### config.mk
export PLATFORM = sky130hd
export DESIGN_NAME = dmem_arbiter
export DESIGN_NICKNAME = d
export VERILOG_FILES = /design/src/rtl/dmem_pkg.sv /design/src/rtl/dmem_align_check.sv /design/src/rtl/dmem_arbiter.sv
export SDC_FILE = /design/constraint.sdc
export NUM_CORES = 1
export LEC_CHECK = 0
export ABC_AREA = 1
export BUFFER_PORTS_ARGS = -buffer_cell sky130_fd_sc_hd__buf_2
export CORE_MARGIN = 4
export CORE_UTILIZATION = 37
export CTS_CLUSTER_SIZE = 8
export DETAILED_ROUTE_END_ITERATION = 10
export PLACE_DENSITY_LB_ADDON = 0.25
export SKIP_LAST_GASP = 1
export SLEW_MARGIN = 20
export SYNTH_ARGS = -nofsm -noshare
export SYNTH_HDL_FRONTEND = slang
export SYNTH_SLANG_ARGS = --single-unit
### constraint.sdc
create_clock -name i_clk -period 1.4 [get_ports i_clk]
set_input_delay 0.07 -clock i_clk [delete_from_list [all_inputs] [get_ports i_clk]]
set_output_delay 0.07 -clock i_clk [all_outputs]
set_load 0.02 [all_outputs]
### src/rtl/dmem_pkg.sv
// dmem_pkg: access-size encodings, arbiter FSM states and the CPU alignment rule
// shared by the data-memory arbiter and the load/store unit.
package dmem_pkg;
  localparam logic [1:0] SIZE_WORD = 2'b00;
  localparam logic [1:0] SIZE_HALF = 2'b01;
  localparam logic [1:0] SIZE_BYTE = 2'b11;
  typedef enum logic {ST_CPU_PRIO = 1'b0, ST_DBG_FORCE = 1'b1} state_e;
  // 2'b10 is the only size code that is never legal
  function automatic logic misaligned(input logic [1:0] size, input logic [1:0] addr_lo);
    return size == SIZE_WORD ? addr_lo != 2'b00 :
           size == SIZE_HALF ? addr_lo[0] : size != SIZE_BYTE;
  endfunction
endpackage

### src/rtl/dmem_align_check.sv
// dmem_align_check: flags an illegal access size or a misaligned byte address.
module dmem_align_check
  import dmem_pkg::*;
(
  input  logic [1:0] size_i,
  input  logic [1:0] addr_lo_i,
  output logic       illegal_o
);
  assign illegal_o = misaligned(size_i, addr_lo_i);
endmodule

### src/rtl/dmem_arbiter.sv
// dmem_arbiter: shares the data-memory read/write ports between the CPU (fixed priority) and the
// debug unit, forcing a debug grant after MAX_WAIT lost cycles. DMEM_ARB_DBG_WRITE_EN adds debug writes.
module dmem_arbiter
  import dmem_pkg::*;
#(
  parameter int NB_DATA    = 32,
  parameter int N_ADDRESS  = 64,
  parameter int NB_ADDRESS = $clog2(N_ADDRESS),
  parameter int MAX_WAIT   = 4
) (
  input  logic                  i_clk,
  input  logic                  i_rst,
  input  logic                  i_cpu_req,
  input  logic                  i_cpu_we,
  input  logic [NB_ADDRESS-1:0] i_cpu_addr,
  input  logic [NB_DATA-1:0]    i_cpu_wdata,
  input  logic [1:0]            i_cpu_size,
  output logic                  o_cpu_gnt,
  output logic                  o_cpu_stall,
  output logic [NB_DATA-1:0]    o_cpu_rdata,
  output logic                  o_cpu_misaligned,
  input  logic                  i_dbg_req,
  input  logic [NB_ADDRESS-1:0] i_dbg_addr,
`ifdef DMEM_ARB_DBG_WRITE_EN
  input  logic                  i_dbg_we,
  input  logic [NB_DATA-1:0]    i_dbg_wdata,
`endif
  output logic                  o_dbg_gnt,
  output logic [NB_DATA-1:0]    o_dbg_rdata,
  output logic                  o_dbg_valid,
  output logic [NB_ADDRESS-1:0] o_mem_r_addr,
  output logic                  o_mem_r_en,
  output logic [1:0]            o_mem_r_addressing,
  output logic [NB_ADDRESS-1:0] o_mem_w_addr,
  output logic [NB_DATA-1:0]    o_mem_w_data,
  output logic                  o_mem_w_en,
  output logic [1:0]            o_mem_w_addressing,
  input  logic [NB_DATA-1:0]    i_mem_r_data
);
  localparam int NB_CNT = $clog2(MAX_WAIT + 1);
  state_e              state_q, state_d;
  logic [NB_CNT-1:0]   cnt_q, cnt_d;
  logic [NB_DATA-1:0]  dbg_rdata_q, dbg_rdata_d;
  logic                dbg_valid_q, dbg_valid_d;
  logic                illegal, dbg_win, dbg_lost, cpu_ok, cpu_ld, cpu_st, dbg_rd, dbg_wr, dbg_we;
  logic [NB_DATA-1:0]  dbg_wdata;
  logic [NB_ADDRESS-1:0] dbg_addr_al;
`ifdef DMEM_ARB_DBG_WRITE_EN
  assign dbg_we    = i_dbg_we;
  assign dbg_wdata = i_dbg_wdata;
`else
  assign dbg_we    = 1'b0;
  assign dbg_wdata = '0;
`endif
  dmem_align_check u_align (
    .size_i   (i_cpu_size),
    .addr_lo_i(i_cpu_addr[1:0]),
    .illegal_o(illegal)
  );
  always_comb begin
    dbg_win  = i_dbg_req & ((state_q == ST_DBG_FORCE) | ~i_cpu_req);
    dbg_lost = i_dbg_req & ~dbg_win;
    cnt_d    = dbg_lost ? cnt_q + NB_CNT'(1) : '0;
    state_d  = dbg_lost && cnt_d == NB_CNT'(MAX_WAIT) ? ST_DBG_FORCE : ST_CPU_PRIO;
  end
  // grants are masked while reset is held so nothing reaches memory in a reset cycle
  assign o_cpu_gnt        = i_cpu_req & ~dbg_win & ~i_rst;
  assign o_dbg_gnt        = dbg_win & ~i_rst;
  assign o_cpu_stall      = i_cpu_req & ~o_cpu_gnt;
  assign o_cpu_misaligned = o_cpu_gnt & illegal;
  assign cpu_ok           = o_cpu_gnt & ~illegal;
  assign cpu_ld           = cpu_ok & ~i_cpu_we;
  assign cpu_st           = cpu_ok & i_cpu_we;
  assign dbg_rd           = o_dbg_gnt & ~dbg_we;
  assign dbg_wr           = o_dbg_gnt & dbg_we;
  assign dbg_addr_al      = i_dbg_addr & ~NB_ADDRESS'(3);
  always_comb begin
    o_cpu_rdata        = cpu_ld ? i_mem_r_data : '0;
    o_mem_r_en         = cpu_ld | dbg_rd;
    o_mem_r_addr       = cpu_ld ? i_cpu_addr : dbg_rd ? dbg_addr_al : '0;
    o_mem_r_addressing = cpu_ld ? i_cpu_size : SIZE_WORD;
    o_mem_w_en         = cpu_st | dbg_wr;
    o_mem_w_addr       = cpu_st ? i_cpu_addr : dbg_wr ? dbg_addr_al : '0;
    o_mem_w_data       = cpu_st ? i_cpu_wdata : dbg_wr ? dbg_wdata : '0;
    o_mem_w_addressing = cpu_st ? i_cpu_size : SIZE_WORD;
    dbg_rdata_d        = dbg_rd ? i_mem_r_data : dbg_rdata_q;
    dbg_valid_d        = dbg_rd;
  end
  always_ff @(posedge i_clk or posedge i_rst)
    if (i_rst) begin
      state_q     <= ST_CPU_PRIO;
      cnt_q       <= '0;
      dbg_rdata_q <= '0;
      dbg_valid_q <= 1'b0;
    end else begin
      state_q     <= state_d;
      cnt_q       <= cnt_d;
      dbg_rdata_q <= dbg_rdata_d;
      dbg_valid_q <= dbg_valid_d;
    end
  assign o_dbg_rdata = dbg_rdata_q;
  assign o_dbg_valid = dbg_valid_q;
endmodule

==> flow_summary.yaml, run 1 <==
hold_path:
  min_path_type: "input pin to flop"
  whs_path_depth: 3
global_route:
  grt_overflow: 0
  antenna_found_initial: 0
  grtUsageTotal_pct: 19.08
  grtUsageMet1_pct: 21.53
  grt_pass1_vias: 2490
  gr-max-usage-layer: "met2"
  grt_pass1_wl_microns: 11400
  grt_start_max_net_pins: 42
  grt_use_met2_pct: 34.68
  use_met3_pct: 4.175
power_and_ir_drop:
  p_leak_uw: 0.002488
  power_uw: 3009
  power.density_nw_per_um2: 747.3
  max-vdd-ir-drop_uv: 699.7
floorplan:
  pin_count: 202
  die-width_microns: 85.15
  dieArea_sq_um: 7250
  core_area_sq_um: 5642
  rows: 27
  initial_core_util_pct: 39.03
  die_h_microns: 85.15
logic_synthesis:
  ys_ff_latch: 37
  synth_area_sq_um: 2202
  synth.distinct_cells: 22
  async_flop_share_pct: 100.0
  syn_nets: 391
  synth-main-ff-cell: "dfrtp_1"
  yosys_warnings: 0
  synth_edf_count: 0
  seq_area_frac_synth_pct: 42.05
  synthCells: 307
  synth.avg_cell_area_sq_um: 7.173
timing:
  setup_violations: 84
  rsz0062_at_grt: "true"
  maxSlewHeadroom_pct: 78.15
  worstMarginPinSlew_ns: 0.3277
  hold_viol: 0
  finalCriticalPeriod_ns: 1.674
  fmax_mhz: 597.5
  drv_slew: 0
  finClkSkew_ns: 0.003679
  worst_slack_ns: -0.2736
  tns_ns: -18.78
  finalCritPeriodShare_pct: 119.5
final_layout:
  mostFrequentLayoutCells: "buf_2 (115), inv_1 (80), buf_4 (65)"
  final_cells: 594
  final_common_cell: "buf_2"
  diodes: 0
  drive_above_1_share_pct: 53.83
  nets: 605
  areaGrowthSynthToFinish_pct: 82.84
clock_tree:
  clockRootBuffer: "clkbuf_8"
  clock-sinks: 37
  cts_tree: "built"
  htreeDepth: 2
  cts_buffers: 5
  clk_pin_slew_worst_paths_ns: 0.07
  clkLatencyLatePin_ns: 0.28
  ctsLongestPathBuffers: 2
critical_path:
  r2r_slack_ns: 0.09
  path_max_fanout: 6
  end_kind: "output port"
  startpoint_type: "flop"
  cp_data_required_time_ns: 1.33
  cp.arrival_ns: 1.60
  path_class: "flop to output port"
  r2r.worst_path.cells: 9
drt:
  dr.pass1.iters: 4
  wl_microns: 8057
  ant_nets: 0
  drtIter0Drc: 81
  avgRoutedWirePerCell_microns: 13.56
  drc_errors: 0
  vias: 2610
  vias_per_cell: 4.394
place:
  place_congestion: 0.7913
  dp_cells: 575
  port_buffers: 199
  hpwl_microns: 5655
status:
  outcome: "finished, violations left"
  violations: "negative setup slack"
run:
  maxCapViolations: 0
-- final timing paths --
check / start / endpoint
setup / recovery: state_q$_DFF_PP0_ / o_cpu_rdata[14]
hold / removal: i_mem_r_data[22] / o_dbg_rdata[22]$_DFFE_PP0P_
setup reg to reg: state_q$_DFF_PP0_ / o_dbg_rdata[14]$_DFFE_PP0P_
hold reg to reg: cnt_q[0]$_DFF_PP0_ / cnt_q[0]$_DFF_PP0_
max in group asynchronous: i_rst / o_dbg_rdata[15]$_DFFE_PP0P_
min in group asynchronous: i_rst / o_dbg_rdata[0]$_DFFE_PP0P_
-- registers in the layout (all words and copies together), names as in the netlist --
register     count
state_q          1
o_dbg_valid      1
o_dbg_rdata     32
cnt_q            3
-- final cells by class --
| type | instances | area (sq um) |
|---|---|---|
| multi-input cells | 174 | 996.0 |
| repair buffers | 221 | 1618 |
| inverters | 82 | 310.3 |
| flip-flops and latches | 37 | 925.9 |
| clock inverters | 3 | 17.52 |
| clock buffers | 5 | 68.82 |
| fillers | 456 | 1615 |
| well taps | 72 | 90.09 |
-- metrics by stage --
step                      util (%)  setup WS (ns)  area, sq um  hold slack, ns
after floorplan                  -       -0.01830         2207          0.1735
after global placement       58.24        0.01810         3286          0.1387
after detailed placement     58.24       -0.02131         3286          0.1413
after CTS                    66.05        -0.2479         3726         0.03480
after global routing         71.37        -0.3512         4026         0.05519
final                        71.37        -0.2736         4026         0.05020
-- critical path, cell delays in order, from the launching register on --
cell and delay [ns]:
dfrtp_1 0.37, inv_1 0.06, nand2_2 0.06, nand2_4 0.07
nand2_4 0.07, nor2_8 0.15, nand2_8 0.11, clkbuf_16 0.19
nor2_2 0.09, buf_4 0.15
-- timing repair --
item                       in CTS  in global routing
setup buffers                   4                  1
pin swaps                       2                  0
hold endpoints to repair       37                  0
cloned                          0                  5
setup endpoints to repair      85                 86
gates resized for setup       107                 54
hold buffers                    1                  0
-- power breakdown --
part	leakage [uW]	switching, uW	internal (uW)
sequential	0.000468	71.9	1220
combinational	0.00198	627	393
clock	0.0000439	355	343
-- cells in the mapped netlist (all sizes together), types with 2 or more instances --
library cell   n  area [sq um]
buf           12         135.1
nor3           2         10.01
nor2          79         360.3
dfrtp         37         925.9
nand2         49         211.5
clkbuf         2         17.51
inv           82         307.8
o21ai         32         160.2
nand3          7         35.03
-- routing by layer --
layer  part of all wire [%]  vias to the layer above  routed length (microns)
met4                    2.6                        0                      210
met2                     55                       95                     4428
met1                     36                     1188                     2902
li1                       -                     1309                        -
met3                    6.4                       18                      515
met5                      0                        -                        0
-- cell families after synthesis --
logic type / share of synthesized area [%]
AO/OA/AOI/OAI: 7.841
adder cells (fa/ha/maj): 0.5681
buffers and inverters: 20.91
flip-flops: 42.05
AND/OR/NAND/NOR: 28.64
(Power assumes the default switching activity.)
==> run 2, diff against run 1 <==
CORE_ASPECT_RATIO = 1.75   (was default)
==> run 2 against run 1 <==
  * The flow still finishes with violations (negative setup slack)
  * Count of clock-buffer cells in the layout up 1
  * Non-clock buffer count up 6
  * Critical path depth unchanged
  * Setup slack worse by 0.030 ns
  * Via count up 5.5%
  * Fmax down 1.8%
  * Combinational power about the same
  * Sequential cell count unchanged
  * Clock skew up 0.0021 ns
  * Total power up 9.5%
  * Cell count up 1.7%
  * Die area up 0.67%
==> flow_summary.yaml, run 2 (synthesis gave the netlist of run 1 again) <==
critical_path:
  r2r_slack_ns: 0.01
  cp.arrival_ns: 1.63
  r2r.worst_path.cells: 10
  r2r_end: "o_dbg_rdata[23]$_DFFE_PP0P_"
  crit_start: "state_q$_DFF_PP0_"
  rr_startpoint: "state_q$_DFF_PP0_"
  startpoint_type: "flop"
  cp_data_required_time_ns: 1.33
  end_kind: "output port"
  path_class: "flop to output port"
  path_max_fanout: 11
clock_tree:
  htreeDepth: 2
  cts_buffers: 5
  clock-sinks: 37
  ctsLongestPathBuffers: 2
  clk_pin_slew_worst_paths_ns: 0.07
  clockRootBuffer: "clkbuf_8"
  clkLatencyLatePin_ns: 0.28
  cts_tree: "built"
final_layout:
  final_common_cell: "buf_2"
  nets: 611
  fillers: 433
  final_area_sq_um: 4174
  final_core_util_pct: 73.55
  drive_above_1_share_pct: 55.30
  areaGrowthSynthToFinish_pct: 89.55
  seq_area_sq_um: 925.9
  largest_register_ff_count: 32
  multiInputGateArea_sq_um: 1045
  final_cells: 604
  mostFrequentLayoutCells: "buf_2 (113), inv_1 (80), buf_4 (66)"
  diodes: 0
hold_path:
  min_path_type: "input pin to flop"
  hold_end: "o_dbg_rdata[27]$_DFFE_PP0P_"
  whs_path_depth: 3
  min_from: "i_mem_r_data[27]"
floorplan:
  pin_count: 202
  dieArea_sq_um: 7298
  die-width_microns: 66.32
  core_area_sq_um: 5675
  die_h_microns: 110.1
  initial_core_util_pct: 38.80
  rows: 36
timing:
  fmax_mhz: 587.0
  maxSlewHeadroom_pct: 68.87
  finalCriticalPeriod_ns: 1.704
  setup_violations: 86
  tns_ns: -21.64
  finClkSkew_ns: 0.005753
  hold_viol: 0
  drv_slew: 0
  finalCritPeriodShare_pct: 121.7
  worst_slack_ns: -0.3037
  worstMarginPinSlew_ns: 0.4669
  rsz0062_at_grt: "true"
place:
  pre_cts_ws_ns: -0.02966
  dp_cells: 582
  port_buffers: 199
  place_congestion: 0.8027
  hpwl_microns: 5797
  placed_area_sq_um: 3313
drt:
  vias: 2753
  avgRoutedWirePerCell_microns: 14.24
  vias_per_cell: 4.558
  wl_microns: 8601
  ant_nets: 0
  dr.pass1.iters: 4
  drtIter0Drc: 133
  drc_errors: 0
global_route:
  grt_pass1_wl_microns: 11590
  grtUsageTotal_pct: 20.48
  grt_overflow: 0
  antenna_found_initial: 0
  grt_pass1_vias: 2647
  grt_start_max_net_pins: 38
power_and_ir_drop:
  p_comb_share_pct: 31.8
  swShare_pct: 33.13
  power.density_nw_per_um2: 789.1
  p_leak_uw: 0.002525
  max-vdd-ir-drop_uv: 366.7
  seq_power_share_pct: 39.2
  p_int_uw: 2203
  power_frac_clock_pct: 29.0
  net-switching-power_uw: 1091
run:
  maxCapViolations: 0
status:
  outcome: "finished, violations left"
  violations: "negative setup slack"
[run 2: metrics by stage]
| stage | total power (uW) | hold slack [ns] |
|---|---|---|
| 2_1_floorplan | 1834 | 0.1735 |
| 3_3_place_gp | 2206 | 0.2499 |
| 3_5_place_dp | 2224 | 0.2565 |
| 4_1_cts | 3240 | 0.03178 |
| 5_1_grt | 3468 | 0.07295 |
| 6_report | 3294 | 0.04433 |
[run 2: worst max path at each step]
stage / endpoint / slack [ns] / cells past startpoint
2_1_floorplan: o_cpu_rdata[10] / -0.02 / 8
3_3_place_gp: o_cpu_rdata[16] / -0.01 / 9
3_5_place_dp: o_cpu_rdata[31] / -0.03 / 9
4_1_cts: o_cpu_rdata[31] / -0.26 / 9
5_1_grt: o_cpu_rdata[3] / -0.37 / 9
6_report: o_cpu_rdata[3] / -0.30 / 9
[run 2: area by class of cell]
type,count,share of cell area [%]
sequential,37,22.18
timing repair buffer,227,40.14
clock buffer,6,1.978
multi-input combinational,174,25.03
tap,76,2.278
inverter,82,7.494
clock inverter,2,0.8993
[run 2: power groups by stage]
stage	Combinational (uW)	Sequential (uW)	Clock (uW)
global route	1140	1310	1020
finish	1050	1290	954
global placement	904	1300	0
CTS	970	1290	982
detailed placement	917	1310	0
floorplan	333	1500	0
[run 2: critical path, stage by stage, from the launching register on]
cell     delay [ns]
dfrtp_1        0.36
inv_1          0.06
nand2_2        0.06
nand2_4        0.07
nand2_4        0.07
nor2_8         0.18
nand2_8        0.11
buf_12         0.16
nor2_1         0.11
buf_4          0.16
[run 2: timing repair]
item,in CTS,in global routing
pin swaps,1,3
endpoints found under the setup margin,85,86
setup buffers,4,8
hold buffers,1,0
gates cloned,0,2
endpoints found under the hold margin,37,0
gates resized for setup,113,76
[run 2: per-layer routing]
| metal | vias to the layer above | part of all wire [%] | global-route usage (%) |
|---|---|---|---|
| li1 | 1316 | - | - |
| met1 | 1232 | 32 | 20.67 |
| met2 | 169 | 54 | 36.89 |
| met3 | 36 | 8.6 | 4.260 |
| met4 | 0 | 5.3 | 13.52 |
| met5 | - | 0 | 0 |
==> run 3, diff against run 2 <==
PLACE_DENSITY_LB_ADDON = 0.08   (was 0.25)
clock period = 1.7 ns   (was 1.4 ns; I/O delays follow)
==> run 3 against run 2 <==
  * Largest cell class unchanged
  * Critical endpoint is now o_cpu_rdata[7]
  * Sequential power down 18%
  * Clock skew down 0.0023 ns
  * Clock power down 29%
  * Highest routed layer unchanged
  * Count of clock-buffer cells in the layout up 1
  * Register-to-register slack better by 0.24 ns
  * Core utilization down 2.0 points
  * The run still ends with negative setup slack left
==> flow_summary.yaml, run 3 (synthesis gave the netlist of run 1 again) <==
critical_path:
  crit_end: "o_cpu_rdata[7]"
  r2r_slack_ns: 0.25
  r2r_end: "o_dbg_rdata[29]$_DFFE_PP0P_"
  path_class: "flop to output port"
  critPathTopFamily: "simple AND/OR/NAND/NOR gates"
  cp_data_required_time_ns: 1.62
  r2r.worst_path.cells: 7
  crit_start: "state_q$_DFF_PP0_"
  startpoint_type: "flop"
  crit_top_cell: "nand2_4"
  rr_startpoint: "state_q$_DFF_PP0_"
  cp.arrival_ns: 1.70
  crit_cells: 9
  end_kind: "output port"
  slowest_delay_ns: 0.36
  path_max_fanout: 9
  path_cells: "inv_1 > nand2_2 > nand2_4 > nand2_4 > nor2_8 > buf_6 > nand2_8 > nor2_2 > buf_4"
  slowest_stage: "dfrtp_1"
  cp.buffers_inverters: 3
floorplan:
  die-width_microns: 66.32
  initial_core_util_pct: 38.80
  rows: 36
  dieArea_sq_um: 7298
  pin_count: 202
  core_area_sq_um: 5675
  die_h_microns: 110.1
final_layout:
  final_common_cell: "buf_2"
  drive_above_1_share_pct: 58.91
  diodes: 0
  nets: 599
  mostFrequentLayoutCells: "buf_2 (118), inv_1 (80), buf_4 (76)"
  areaGrowthSynthToFinish_pct: 84.32
  final_core_util_pct: 71.52
  final_area_sq_um: 4059
  largest_register_ff_count: 32
drt:
  drtIter0Drc: 131
  vias_per_cell: 4.503
  ant_nets: 0
  wl_microns: 8532
  avgRoutedWirePerCell_microns: 14.41
  vias: 2666
  drc_errors: 0
  dr.pass1.iters: 4
clock_tree:
  cts_tree: "built"
  clock-sinks: 37
  ctsLongestPathBuffers: 2
  clkLatencyLatePin_ns: 0.29
  htreeDepth: 2
  clk_pin_slew_worst_paths_ns: 0.07
  cts_buffers: 5
  clockRootBuffer: "clkbuf_8"
timing:
  rsz0062_at_grt: "true"
  maxSlewHeadroom_pct: 43.81
  tns_ns: -4.055
  fmax_mhz: 558.8
  setup_violations: 63
  drv_slew: 0
  hold_viol: 0
  worstMarginPinSlew_ns: 0.8419
  finalCritPeriodShare_pct: 105.3
  timing.hold.ws_ns: 0.02772
  worst_slack_ns: -0.08970
  finClkSkew_ns: 0.003457
  finalCriticalPeriod_ns: 1.790
place:
  place_congestion: 0.7356
  hpwl_microns: 5565
  placed_area_sq_um: 3163
  pre_cts_ws_ns: 0.07267
  port_buffers: 199
power_and_ir_drop:
  power.density_nw_per_um2: 638.9
  p_leak_uw: 0.002387
  p_int_uw: 1678
  net-switching-power_uw: 915.2
  swShare_pct: 35.29
  p_comb_share_pct: 33.1
  max-vdd-ir-drop_uv: 322.4
  seq_power_share_pct: 40.9
  power_frac_clock_pct: 26.0
global_route:
  grtUsageTotal_pct: 22.39
  antenna_found_initial: 0
  grt_start_max_net_pins: 38
  grt_pass1_wl_microns: 12250
  grt_pass1_vias: 2708
  grt_overflow: 0
run:
  maxCapViolations: 0
status:
  violations: "negative setup slack"
  outcome: "finished, violations left"
hold_path:
  min_path_type: "input pin to flop"
## run 3: how the worst min path moves through the flow
stage,endpoint,slack (ns),startpoint,cells past startpoint
after floorplan,o_dbg_valid$_DFF_PP0_,0.19,i_rst,1
after global placement,cnt_q[2]$_DFF_PP0_,0.26,i_rst,3
after detailed placement,cnt_q[2]$_DFF_PP0_,0.27,i_rst,3
after CTS,o_dbg_valid$_DFF_PP0_,0.01,i_rst,2
after global routing,o_dbg_valid$_DFF_PP0_,0.02,i_rst,2
final,o_dbg_valid$_DFF_PP0_,0.03,i_rst,2
## run 3: worst reg2reg max path: stages, from the launching register on
cell and delay [ns]:
dfrtp_1 0.36, inv_1 0.06, nand2_2 0.07, nand2_4 0.09, nor2_4 0.06, inv_2 0.20, buf_4 0.33, o21ai_0 0.14
## run 3: repair_timing
action	CTS	global route
gates resized for setup	123	74
buffers inserted	6	1
hold buffers	1	0
pin swaps	8	0
gates cloned	5	0
endpoints found under the hold margin	37	0
endpoints found under the setup margin	76	82
## run 3: power by group through the flow
stage | Sequential, uW | Clock (uW) | Combinational [uW]
after floorplan | 1240 | 0 | 274
after global placement | 1070 | 0 | 723
after detailed placement | 1080 | 0 | 732
after CTS | 1060 | 699 | 819
after global routing | 1070 | 734 | 933
final | 1060 | 675 | 858
## run 3: cell type report
class                   instances  area [sq um]
clock buffers                   7         96.34
inverters                      82         307.8
well taps                      76         95.09
repair buffers                210          1361
multi-input cells             179          1267
flip-flops and latches         37         925.9
clock inverters                 1         5.005
fillers                       482          1617
## run 3: routing by layer
metal	GRT usage [%]	vias to the layer above	part of all wire (%)	routed length [microns]
met5	0	-	0	0
li1	-	1305	-	-
met2	42.57	138	56	4786
met4	12.65	0	4.1	353
met1	20.64	1203	32	2689
met3	6.085	20	8.2	702
## run 3: metrics by stage
stage / total power (uW) / std cells
after floorplan: 1510 / 307
after global placement: 1794 / 571
after detailed placement: 1809 / 571
after CTS: 2578 / 591
after global routing: 2741 / 592
final: 2593 / 592
